## config.mk

```make
export PLATFORM = sky130hd
export DESIGN_NAME = pipelined_adder
export DESIGN_NICKNAME = d
export VERILOG_FILES = /design/src/rtl/pipelined_adder.sv
export SDC_FILE = /design/constraint.sdc
export NUM_CORES = 1
export LEC_CHECK = 0
export BUFFER_PORTS_ARGS = -buffer_cell sky130_fd_sc_hd__buf_2
export CAP_MARGIN = 15
export CORE_ASPECT_RATIO = 0.9
export CORE_MARGIN = 3
export CORE_UTILIZATION = 50
export CTS_CLUSTER_SIZE = 30
export DETAILED_ROUTE_END_ITERATION = 6
export PLACE_DENSITY = 0.82
export RECOVER_POWER = 25
export SLEW_MARGIN = 25
export SYNTH_ARGS = -nofsm -noshare
export SYNTH_HDL_FRONTEND = slang
export SYNTH_SLANG_ARGS = --single-unit
```

## constraint.sdc

```tcl
create_clock -name clock -period 5.6 [get_ports clock]
set_input_delay 1.12 -clock clock [delete_from_list [all_inputs] [get_ports clock]]
set_output_delay 1.12 -clock clock [all_outputs]
set_load 0.005 [all_outputs]
```

## src/rtl/pipelined_adder.sv

```systemverilog
// Pipelined WIDTH-bit adder/subtractor: one CHUNK-bit slice per stage, carry rippling stage to stage.
// Define PIPELINED_ADDER_SAT_EN to saturate the final sum (unsigned) at the last stage.
module pipelined_adder #(
  parameter int WIDTH = 32,
  parameter int CHUNK = 8
) (
  input  logic             clock,
  input  logic             reset,
  input  logic             io_in_valid,
  output logic             io_in_ready,
  input  logic [WIDTH-1:0] io_in_a,
  input  logic [WIDTH-1:0] io_in_b,
  input  logic             io_carry_in,
  input  logic             io_sub,
  output logic             io_out_valid,
  input  logic             io_out_ready,
  output logic [WIDTH-1:0] io_sum,
  output logic             io_carry_out,
  output logic             io_overflow
);

  localparam int STAGES = WIDTH / CHUNK;

  logic             adv;
  logic [WIDTH-1:0] b_eff;
  logic             cin0;

  // The whole pipeline moves as one; a stalled output freezes every stage.
  assign adv         = !io_out_valid || io_out_ready;
  assign io_in_ready = adv;
  assign b_eff       = io_sub ? ~io_in_b : io_in_b;
  assign cin0        = io_sub ? 1'b1 : io_carry_in;

  for (genvar k = 0; k < STAGES; k++) begin : g_stage
    localparam int OPW  = WIDTH - k * CHUNK;
    localparam int SUMW = (k + 1) * CHUNK;

    logic             valid_in;
    logic             carry_in_s;
    logic [OPW-1:0]   a_in;
    logic [OPW-1:0]   b_in;
    logic [CHUNK:0]   slice;
    logic [SUMW-1:0]  sum_next;
    logic [SUMW-1:0]  sum_load;
    logic             valid_q;
    logic             carry_q;
    logic [SUMW-1:0]  sum_q;
`ifdef PIPELINED_ADDER_SAT_EN
    logic             sub_in;
`endif

    if (k == 0) begin : g_first
      assign valid_in   = io_in_valid;
      assign carry_in_s = cin0;
      assign a_in       = io_in_a;
      assign b_in       = b_eff;
      assign sum_next   = slice[CHUNK-1:0];
`ifdef PIPELINED_ADDER_SAT_EN
      assign sub_in     = io_sub;
`endif
    end else begin : g_next
      // Operands arrive skewed: only the not-yet-added upper slices travel on.
      assign valid_in   = g_stage[k-1].valid_q;
      assign carry_in_s = g_stage[k-1].carry_q;
      assign a_in       = g_stage[k-1].g_ops.a_q;
      assign b_in       = g_stage[k-1].g_ops.b_q;
      assign sum_next   = {slice[CHUNK-1:0], g_stage[k-1].sum_q};
`ifdef PIPELINED_ADDER_SAT_EN
      assign sub_in     = g_stage[k-1].g_ops.sub_q;
`endif
    end

    assign slice = {1'b0, a_in[CHUNK-1:0]} + {1'b0, b_in[CHUNK-1:0]} + {{CHUNK{1'b0}}, carry_in_s};

    always_ff @(posedge clock) begin
      if (reset) begin
        valid_q <= 1'b0;
        carry_q <= 1'b0;
        sum_q   <= '0;
      end else if (adv) begin
        valid_q <= valid_in;
        carry_q <= slice[CHUNK];
        sum_q   <= sum_load;
      end
    end

    if (k < STAGES - 1) begin : g_ops
      logic [OPW-CHUNK-1:0] a_q;
      logic [OPW-CHUNK-1:0] b_q;
`ifdef PIPELINED_ADDER_SAT_EN
      logic                 sub_q;

      always_ff @(posedge clock) begin
        if (reset) sub_q <= 1'b0;
        else if (adv) sub_q <= sub_in;
      end
`endif

      always_ff @(posedge clock) begin
        if (reset) begin
          a_q <= '0;
          b_q <= '0;
        end else if (adv) begin
          a_q <= a_in[OPW-1:CHUNK];
          b_q <= b_in[OPW-1:CHUNK];
        end
      end

      assign sum_load = sum_next;
    end else begin : g_last
      logic overflow_q;
      logic overflow_next;

      assign overflow_next = (a_in[OPW-1] == b_in[OPW-1]) && (sum_next[SUMW-1] != a_in[OPW-1]);

`ifdef PIPELINED_ADDER_SAT_EN
      // Carry and overflow stay raw; only the sum is clamped.
      assign sum_load = (!sub_in && slice[CHUNK]) ? '1 :
                        (sub_in && !slice[CHUNK]) ? '0 : sum_next;
`else
      assign sum_load = sum_next;
`endif

      always_ff @(posedge clock) begin
        if (reset) overflow_q <= 1'b0;
        else if (adv) overflow_q <= overflow_next;
      end
    end
  end

  assign io_out_valid = g_stage[STAGES-1].valid_q;
  assign io_sum       = g_stage[STAGES-1].sum_q;
  assign io_carry_out = g_stage[STAGES-1].carry_q;
  assign io_overflow  = g_stage[STAGES-1].g_last.overflow_q;

endmodule

```

==> results of run 1 <==
[worst max-delay path: stages]
cell and delay (ns):
buf_2 0.07, nor2b_1 0.08, inv_6 0.58, buf_2 0.24
[state kept, by name, summed over array words and instances, names as in the netlist]
| register | cells |
|---|---|
| g_stage.g_ops.a_q | 48 |
| g_stage.g_ops.b_q | 48 |
| g_stage.sum_q | 48 |
| io_sum | 32 |
| g_stage.carry_q | 3 |
| g_stage.valid_q | 3 |
| io_carry_out | 1 |
| io_out_valid | 1 |
| io_overflow | 1 |
[synthesized netlist by cell type (4+ instances only)]
cell         n  area, um^2
buf_2       45       225.2
ha_1        28       350.3
o2111ai_1    4       35.03
nand2_1    275        1032
nand3_1     36       180.2
a21oi_1    155       775.7
nor2_1      31       116.4
or3_1        9       56.30
o21a_1       5       37.54
a211oi_1    35       262.8
nor4_1       4       25.02
inv_1        8       30.03
a21o_1       7       52.55
a31oi_1      4       25.02
xnor2_1     28       245.2
nor3_1       6       30.03
xor2_1      12       105.1
o21ai_0     28       140.1
clkbuf_1    20       75.07
and3_1       6       37.54
dfxtp_1    185        3704
fa_1         8       160.2
a2111oi_0    4       35.03
[routing by layer]
| layer | vias to the layer above | track usage, % | routed length [um] |
|---|---|---|---|
| met3 | 24 | 4.214 | 1095 |
| met1 | 3025 | 29.76 | 8632 |
| met5 | - | 0 | 0 |
| met4 | 0 | 7.537 | 296 |
| li1 | 3427 | - | - |
| met2 | 181 | 29.11 | 7496 |
[layout by cell type, fill, tap and decap left out, types with 2 or more instances in the layout]
cell       instances
nand2_1          275
dfxtp_1          185
a21oi_1          155
buf_2             94
nand3_1           36
a211oi_1          35
nor2_1            31
xnor2_1           28
o21ai_0           28
ha_1              28
clkbuf_16         17
clkbuf_1          13
xor2_1            12
or3_1              9
fa_1               8
inv_1              7
a21o_1             7
and3_1             6
nor3_1             6
buf_4              6
o21a_1             5
bufinv_16          5
nor4_1             4
a31oi_1            4
a2111oi_0          4
o2111ai_1          4
clkinv_2           4
nor2b_1            3
and4_1             3
nand3b_1           3
o211ai_1           3
and3b_1            3
or2_2              2
nor4b_1            2
clkbuf_8           2
[power by group]
| group | switching (mW) | internal [mW] | leakage (nW) |
|---|---|---|---|
| logic | 0.168 | 0.131 | 1.92 |
| registers | 0.0493 | 1.40 | 1.52 |
| clock network | 0.483 | 0.810 | 0.314 |
[area by class of cell]
| type | count | area [um^2] |
|---|---|---|
| clock buffer | 22 | 464.2 |
| multi-input combinational | 710 | 3897 |
| timing repair buffer | 110 | 553.0 |
| inverter | 9 | 38.79 |
| clock inverter | 9 | 170.2 |
| sequential | 185 | 3704 |
| tap | 202 | 252.7 |
| fill | 1399 | 6415 |
[kinds of logic (layout without fill, tap and decap cells)]
| family | Yosys count | after routing | share of synthesized area [%] |
|---|---|---|---|
| fa+ha+maj | 36 | 36 | 6.401 |
| xor+xnor | 40 | 40 | 4.393 |
| simple gates | 386 | 386 | 20.44 |
| flops | 185 | 185 | 46.44 |
| compound gates | 248 | 248 | 17.73 |
| buf+inv | 78 | 150 | 4.597 |
[how the worst max path moves through the flow]
stage,from,to,cells past startpoint
6_report,io_out_ready,io_in_ready,4
5_1_grt,io_out_ready,io_in_ready,4
4_1_cts,io_out_ready,io_in_ready,4
3_5_place_dp,io_out_ready,g_stage[0].sum_q[6],7
3_3_place_gp,io_out_ready,g_stage[0].sum_q[6],7
2_1_floorplan,io_sub,g_stage[0].carry_q,10
==> summary.txt, run 1 <==
Outcome
  – Status: finished, final reports clean

Synthesis
  – Mean area per synthesized cell: 8.196 um^2
  – Asr flop ratio synth: 0%
  – Distinct cells, synth: 41
  – Synth Register Bits: 185
  – Sequential area share after synthesis: 46.44%
  – Mapped cell area: 7975 um^2
  – Post-synth EDFFs: 0
  – Post-Synthesis Cells: 973
  – Most used flip-flop cell after synthesis: dfxtp_1
  – Syn_nets: 1,079
  – Warnings from Yosys: 0

Setup path
  – Worst setup EP type: primary output
  – RR Endpoint: g_stage[0].sum_q[6]
  – FF-to-FF setup slack: 2.93 ns
  – Arrival time at the worst endpoint: 2.21 ns
  – Worst EP required: 4.48 ns
  – Crit start category: input pin
  – Kind of critical path: in -> out
  – Worst reg2reg path depth: 6
  – FF-to-FF Start: io_out_valid
  – Crit path max fanout: 128

Clock tree
  – Worst-path clk slew: 0.06 ns
  – CTS buffer count: 17
  – Setup bufs post-CTS: 0
  – Clock latency at the later pin of the worst-skew pair: 0.43 ns
  – Clk sinks: 185
  – H-tree depth: 4
  – Root buffer cell: clkbuf_16
  – CTS max path bufs: 2
  – Cts repair resizes: 0
  – CTS Hold Buffers Added: 0
  – CTS tree: done

Placement
  – Dpl ws: 2.199 ns
  – Port-buffer cells: 105
  – Placed insts: 1,216
  – Placer Congestion: 0.8777
  – Hpwl dp: 11,390 um
  – Cell Area, Placed: 8466 um^2

Run
  – Maxcap violations: 0

Timing
  – RSZ-0062 raised after global routing: false
  – Min Tclk post-route: 3.325 ns
  – Final setup viols: 0
  – Slew @ Worst Pin: 0.9858 ns
  – TNS Setup: 0 ns
  – Hold WS: 0.4480 ns
  – Max Slew Vio Count: 0
  – Hold Fails Final Rpt: 0
  – Final Skew: 0.005326 ns
  – Max_slew headroom: 34.28%
  – Worst Slack Setup Final: 2.275 ns
  – Final Cycle Share: 59.38%
  – Max Clock Freq: 0.3007 GHz

Route
  – DR vias: 6,657
  – Drt wl/cell: 14.05 um
  – Initial DRC Count: 659
  – Vias/cell: 5.338
  – Final ANT Viol Nets: 0
  – Drt pass-1 iters: 5
  – Drt total wl: 17,520 um
  – DRC: 0

Die
  – IO Pins: 106
  – Chip Width: 139.1 um
  – Rows: 43
  – Die Ht: 125.8 um
  – Die area: 17,500 um^2
  – Core ar.: 15,490 um^2
  – Starting density of the core: 51.47%

GRT
  – GR Overflow Total: 0
  – Antenna violations before repair: 1
  – First-pass GRT wire length: 29,550 um
  – Largest net degree at the start of global routing: 129
  – Vias in the first global route: 6,173
  – GRT Total Usage: 20.17%

Final layout
  – Fraction of layout cells with a size suffix above 1: 12.73%
  – # diodes: 0
  – Post-Route Utilization: 58.60%
  – Number of standard cells in the layout, taps in and fillers out: 1,247
  – Synth-to-Final Area Change: 13.85%
  – Nets: 1,139
  – Post-route cell area: 9080 um^2

Min path
  – HP Class: reg -> reg
  – Hold_sp: io_sum[9]
  – Worst Hold Depth: 2
  – WHS Endpoint: io_sum[9]

Power and ir drop
  – PD cells: 335.3 nW/um^2
  – Total Power: 3.044 mW
  – Leakage: 3.754 nW
  – Max VDD drop: 0.2481 mV
Power figures use the tool's default switching activity.
==> run 2, diff against run 1 <==
Settings changed: ABC_AREA set to 1.
Clock period 5.6 ns to 3.3 ns, I/O delays scaled along.
==> run 2 against run 1 <==
Against the previous run:
- critical path depth unchanged
- power increased by 68%
- worst setup slack got worse by 1.2 ns
- non-clock buffer count increased by 4
- cell count increased by 5.9%
- first-iteration DRC count decreased by 1.2%
- die area increased by 0.93%
- synthesized area increased by 0.97%
- largest power group unchanged
- highest routed layer unchanged
==> summary.txt, run 2 <==
Outcome
  – Status: finished, final reports clean (unchanged)

Timing
  – Hold Fails Final Rpt: 0 (unchanged)
  – Slew @ Worst Pin: 1.142 ns (was 0.9858 ns)
  – RSZ-0062 raised after global routing: false (unchanged)
  – Final setup viols: 0 (unchanged)
  – Hold WS: 0.4425 ns (was 0.4480 ns)
  – Final Cycle Share: 68.62%
  – Max Clock Freq: 0.4416 GHz
  – TNS Setup: 0 ns (unchanged)
  – Final Skew: 0.004912 ns (was 0.005326 ns)
  – Max Slew Vio Count: 0 (unchanged)
  – Max_slew headroom: 23.89% (was 34.28%)
  – Min Tclk post-route: 2.264 ns

Die
  – Die Ht: 126.4 um (was 125.8 um)
  – Die area: 17,670 um^2 (was 17,500 um^2)
  – IO Pins: 106 (unchanged)
  – Starting density of the core: 51.61% (was 51.47%)
  – Core ar.: 15,600 um^2 (was 15,490 um^2)
  – Rows: 43 (unchanged)
  – Chip Width: 139.8 um (was 139.1 um)

Setup path
  – Largest delay share family, worst path: buffers and inverters (unchanged)
  – Kind of critical path: reg -> out (was in -> out)
  – Crit path max fanout: 49 (was 128)
  – Critical-path top delay cell: nor2_1 (was inv_6)
  – Worst setup EP type: primary output (unchanged)
  – Worst EP required: 2.64 ns (was 4.48 ns)
  – CP max stage delay: 0.36 ns (was 0.58 ns)
  – Crit start category: register (was input pin)
  – CP Buf/Inv Count: 3 (unchanged)
  – Crit path cell chain: inv_1 > nor2_1 > inv_6 > buf_2 (was buf_2 > nor2b_1 > inv_6 > buf_2)
  – Arrival time at the worst endpoint: 1.60 ns (was 2.21 ns)

Route
  – DRC: 0 (unchanged)
  – Drt wl/cell: 12.64 um (was 14.05 um)
  – Final ANT Viol Nets: 0 (unchanged)
  – Drt total wl: 16,690 um (was 17,520 um)
  – Vias/cell: 5.092 (was 5.338)
  – Initial DRC Count: 651 (was 659)
  – Drt pass-1 iters: 5 (unchanged)
  – DR vias: 6,727 (was 6,657)

Synthesis
  – Distinct cells, synth: 30 (was 41)
  – Post-synth EDFFs: 0 (unchanged)
  – Synth Register Bits: 185 (unchanged)
  – Commonest cells post-synth: nor2_1, dfxtp_1, o21ai_0 (was nand2_1, dfxtp_1, a21oi_1)
  – Mean area per synthesized cell: 7.765 um^2 (was 8.196 um^2)
  – Most used flip-flop cell after synthesis: dfxtp_1 (unchanged)
  – Warnings from Yosys: 0 (unchanged)
  – Top cells by area, synth: dfxtp_1, nor2_1, o21ai_0 (was dfxtp_1, nand2_1, a21oi_1)
  – Sequential area share after synthesis: 45.99% (was 46.44%)
  – Top-count cell post-synth: nor2_1 (was nand2_1)
  – Yosys top cell area share: 45.99% (was 46.44%)
  – Syn_nets: 1,143 (was 1,079)
  – Mapped cell area: 8053 um^2 (was 7975 um^2)
  – Largest area contributor in the netlist: dfxtp_1 (unchanged)
  – Post-Synthesis Cells: 1,037 (was 973)
  – Asr flop ratio synth: 0% (unchanged)

Clock tree
  – CTS tree: done (unchanged)
  – Clock latency at the later pin of the worst-skew pair: 0.42 ns (was 0.43 ns)
  – Clk sinks: 185 (unchanged)
  – CTS buffer count: 17 (unchanged)
  – H-tree depth: 4 (unchanged)
  – Worst-path clk slew: 0.06 ns (about the same)
  – Cts repair resizes: 0 (unchanged)
  – CTS max path bufs: 2 (unchanged)
  – Root buffer cell: clkbuf_16 (unchanged)
  – Setup bufs post-CTS: 0 (unchanged)
  – CTS Hold Buffers Added: 0 (unchanged)

Power and ir drop
  – Max VDD drop: 0.4175 mV (was 0.2481 mV)
  – Seq pwr share: 49.1% (was 47.7%)
  – Cell Int Power: 3.867 mW (was 2.344 mW)
  – Clk pwr share: 39.4% (was 42.5%)
  – Leakage: 4.695 nW (was 3.754 nW)
  – Psw: 1.241 mW (was 0.7000 mW)
  – PD cells: 556.4 nW/um^2 (was 335.3 nW/um^2)
  – Combinational power share: 11.5% (was 9.8%)
  – Switching part of the total: 24.30% (was 23.00%)

Min path
  – HP Class: reg -> reg (unchanged)

Placement
  – Port-buffer cells: 105 (unchanged)
  – Cell Area, Placed: 8598 um^2 (was 8466 um^2)
  – Placer Congestion: 0.8081 (was 0.8777)
  – Hpwl dp: 11,110 um (was 11,390 um)

Final layout
  – Fill cells: 1,421 (was 1,399)
  – Largest regs: g_stage.g_ops.a_q (48), g_stage.g_ops.b_q (48), g_stage.sum_q (48) (unchanged)
  – # diodes: 0 (unchanged)
  – Post-route cell area: 9181 um^2 (was 9080 um^2)
  – Nets: 1,212 (was 1,139)
  – Post-Route Utilization: 58.85% (was 58.60%)
  – Fraction of layout cells with a size suffix above 1: 13.05% (was 12.73%)
  – Commonest non-fill, non-tap cell in the layout: nor2_1 (was nand2_1)
  – Synth-to-Final Area Change: 14.01% (was 13.85%)
  – Commonest cells after routing, fill and taps aside: nor2_1, dfxtp_1, o21ai_0, buf_2, inv_1 (was nand2_1, dfxtp_1, a21oi_1, buf_2, nand3_1)

GRT
  – Largest net degree at the start of global routing: 140 (was 129)
  – GR Overflow Total: 0 (unchanged)
  – GRT Total Usage: 18.90% (was 20.17%)
  – First-pass GRT wire length: 28,240 um (was 29,550 um)
  – Antenna violations before repair: 0 (was 1)
  – Vias in the first global route: 6,104 (was 6,173)

Run
  – Maxcap violations: 0 (unchanged)
[run 2: cell count changes in the layout (fill, tap and decap cells not counted), moves of 9 or more]
| cell | before | now |
|---|---|---|
| nor2_1 | 31 | 263 |
| nand2_1 | 275 | 66 |
| o21ai_0 | 28 | 179 |
| a21oi_1 | 155 | 55 |
| inv_1 | 7 | 67 |
| a211oi_1 | 35 | 4 |
| buf_2 | 94 | 104 |
| nand3_1 | 36 | 46 |
| or3_1 | 9 | 0 |
[run 2: kinds of logic (layout without fill, tap and decap cells)]
| kind of cell | after synthesis | in the layout | synth area share (%) |
|---|---|---|---|
| adders and majority gates | 36 | 36 | 6.339 |
| xor gates and xnor gates | 40 | 40 | 4.351 |
| buffers and inverters | 133 | 215 | 7.505 |
| DFF | 185 | 185 | 45.99 |
| AOI/OAI and AO/OA | 249 | 249 | 16.00 |
| and+or+nand+nor | 394 | 394 | 19.81 |
[run 2: worst paths after layout]
| path | from | endpoint | slack, ns | cells after the start |
|---|---|---|---|---|
| hold / removal | g_stage[0].g_ops.b_q[19] | g_stage[1].g_ops.b_q[11] | 0.44 | 2 |
| hold reg to reg | g_stage[0].g_ops.b_q[19] | g_stage[1].g_ops.b_q[11] | 0.44 | 2 |
| setup reg to reg | io_out_valid | io_sum[29] | 1.12 | 7 |
| setup / recovery | io_out_valid | io_in_ready | 1.04 | 4 |
[run 2: power by group through the flow]
stage                     logic, mW  clock network, mW  registers, mW
after global routing          0.679               2.14           2.53
after floorplan               0.421                  0           2.53
final                         0.589               2.01           2.51
after detailed placement      0.585                  0           2.56
after CTS                     0.593               2.04           2.51
after global placement        0.564                  0           2.55
[run 2: worst register-to-register path: stages (launching register included)]
cell      delay [ns]
dfxtp_1         0.31
inv_1           0.05
nor2_1          0.10
inv_6           0.28
clkbuf_1        0.90
o21ai_0         0.22
o21bai_1        0.21
inv_1           0.05
[run 2: metal layers]
layer	share of wire [%]	GRT usage, %	wire (um)
met5	0	0	0
met2	43	28.32	7242
met1	51	27.67	8530
met4	1.4	5.698	226
met3	4.2	3.769	694
[run 2: metrics by stage]
step,setup WS [ns],cells,power [mW]
finish,1.036,1321,5.108
global route,0.8067,1321,5.346
CTS,1.276,1321,5.138
detailed placement,0.8337,1289,3.142
global placement,0.9119,1289,3.115
floorplan,0.8266,1037,2.954
[run 2: final cells by class]
cell class                 instances  area, um^2  area share (%)
clock buffer                      27       543.0           5.914
clock inverter                     5       56.30          0.6132
inverter                          69       266.5           2.903
multi-input combinational        719        3737           40.71
sequential                       185        3704           40.34
tap                              202       252.7           2.753
timing repair buffer             114       621.8           6.773
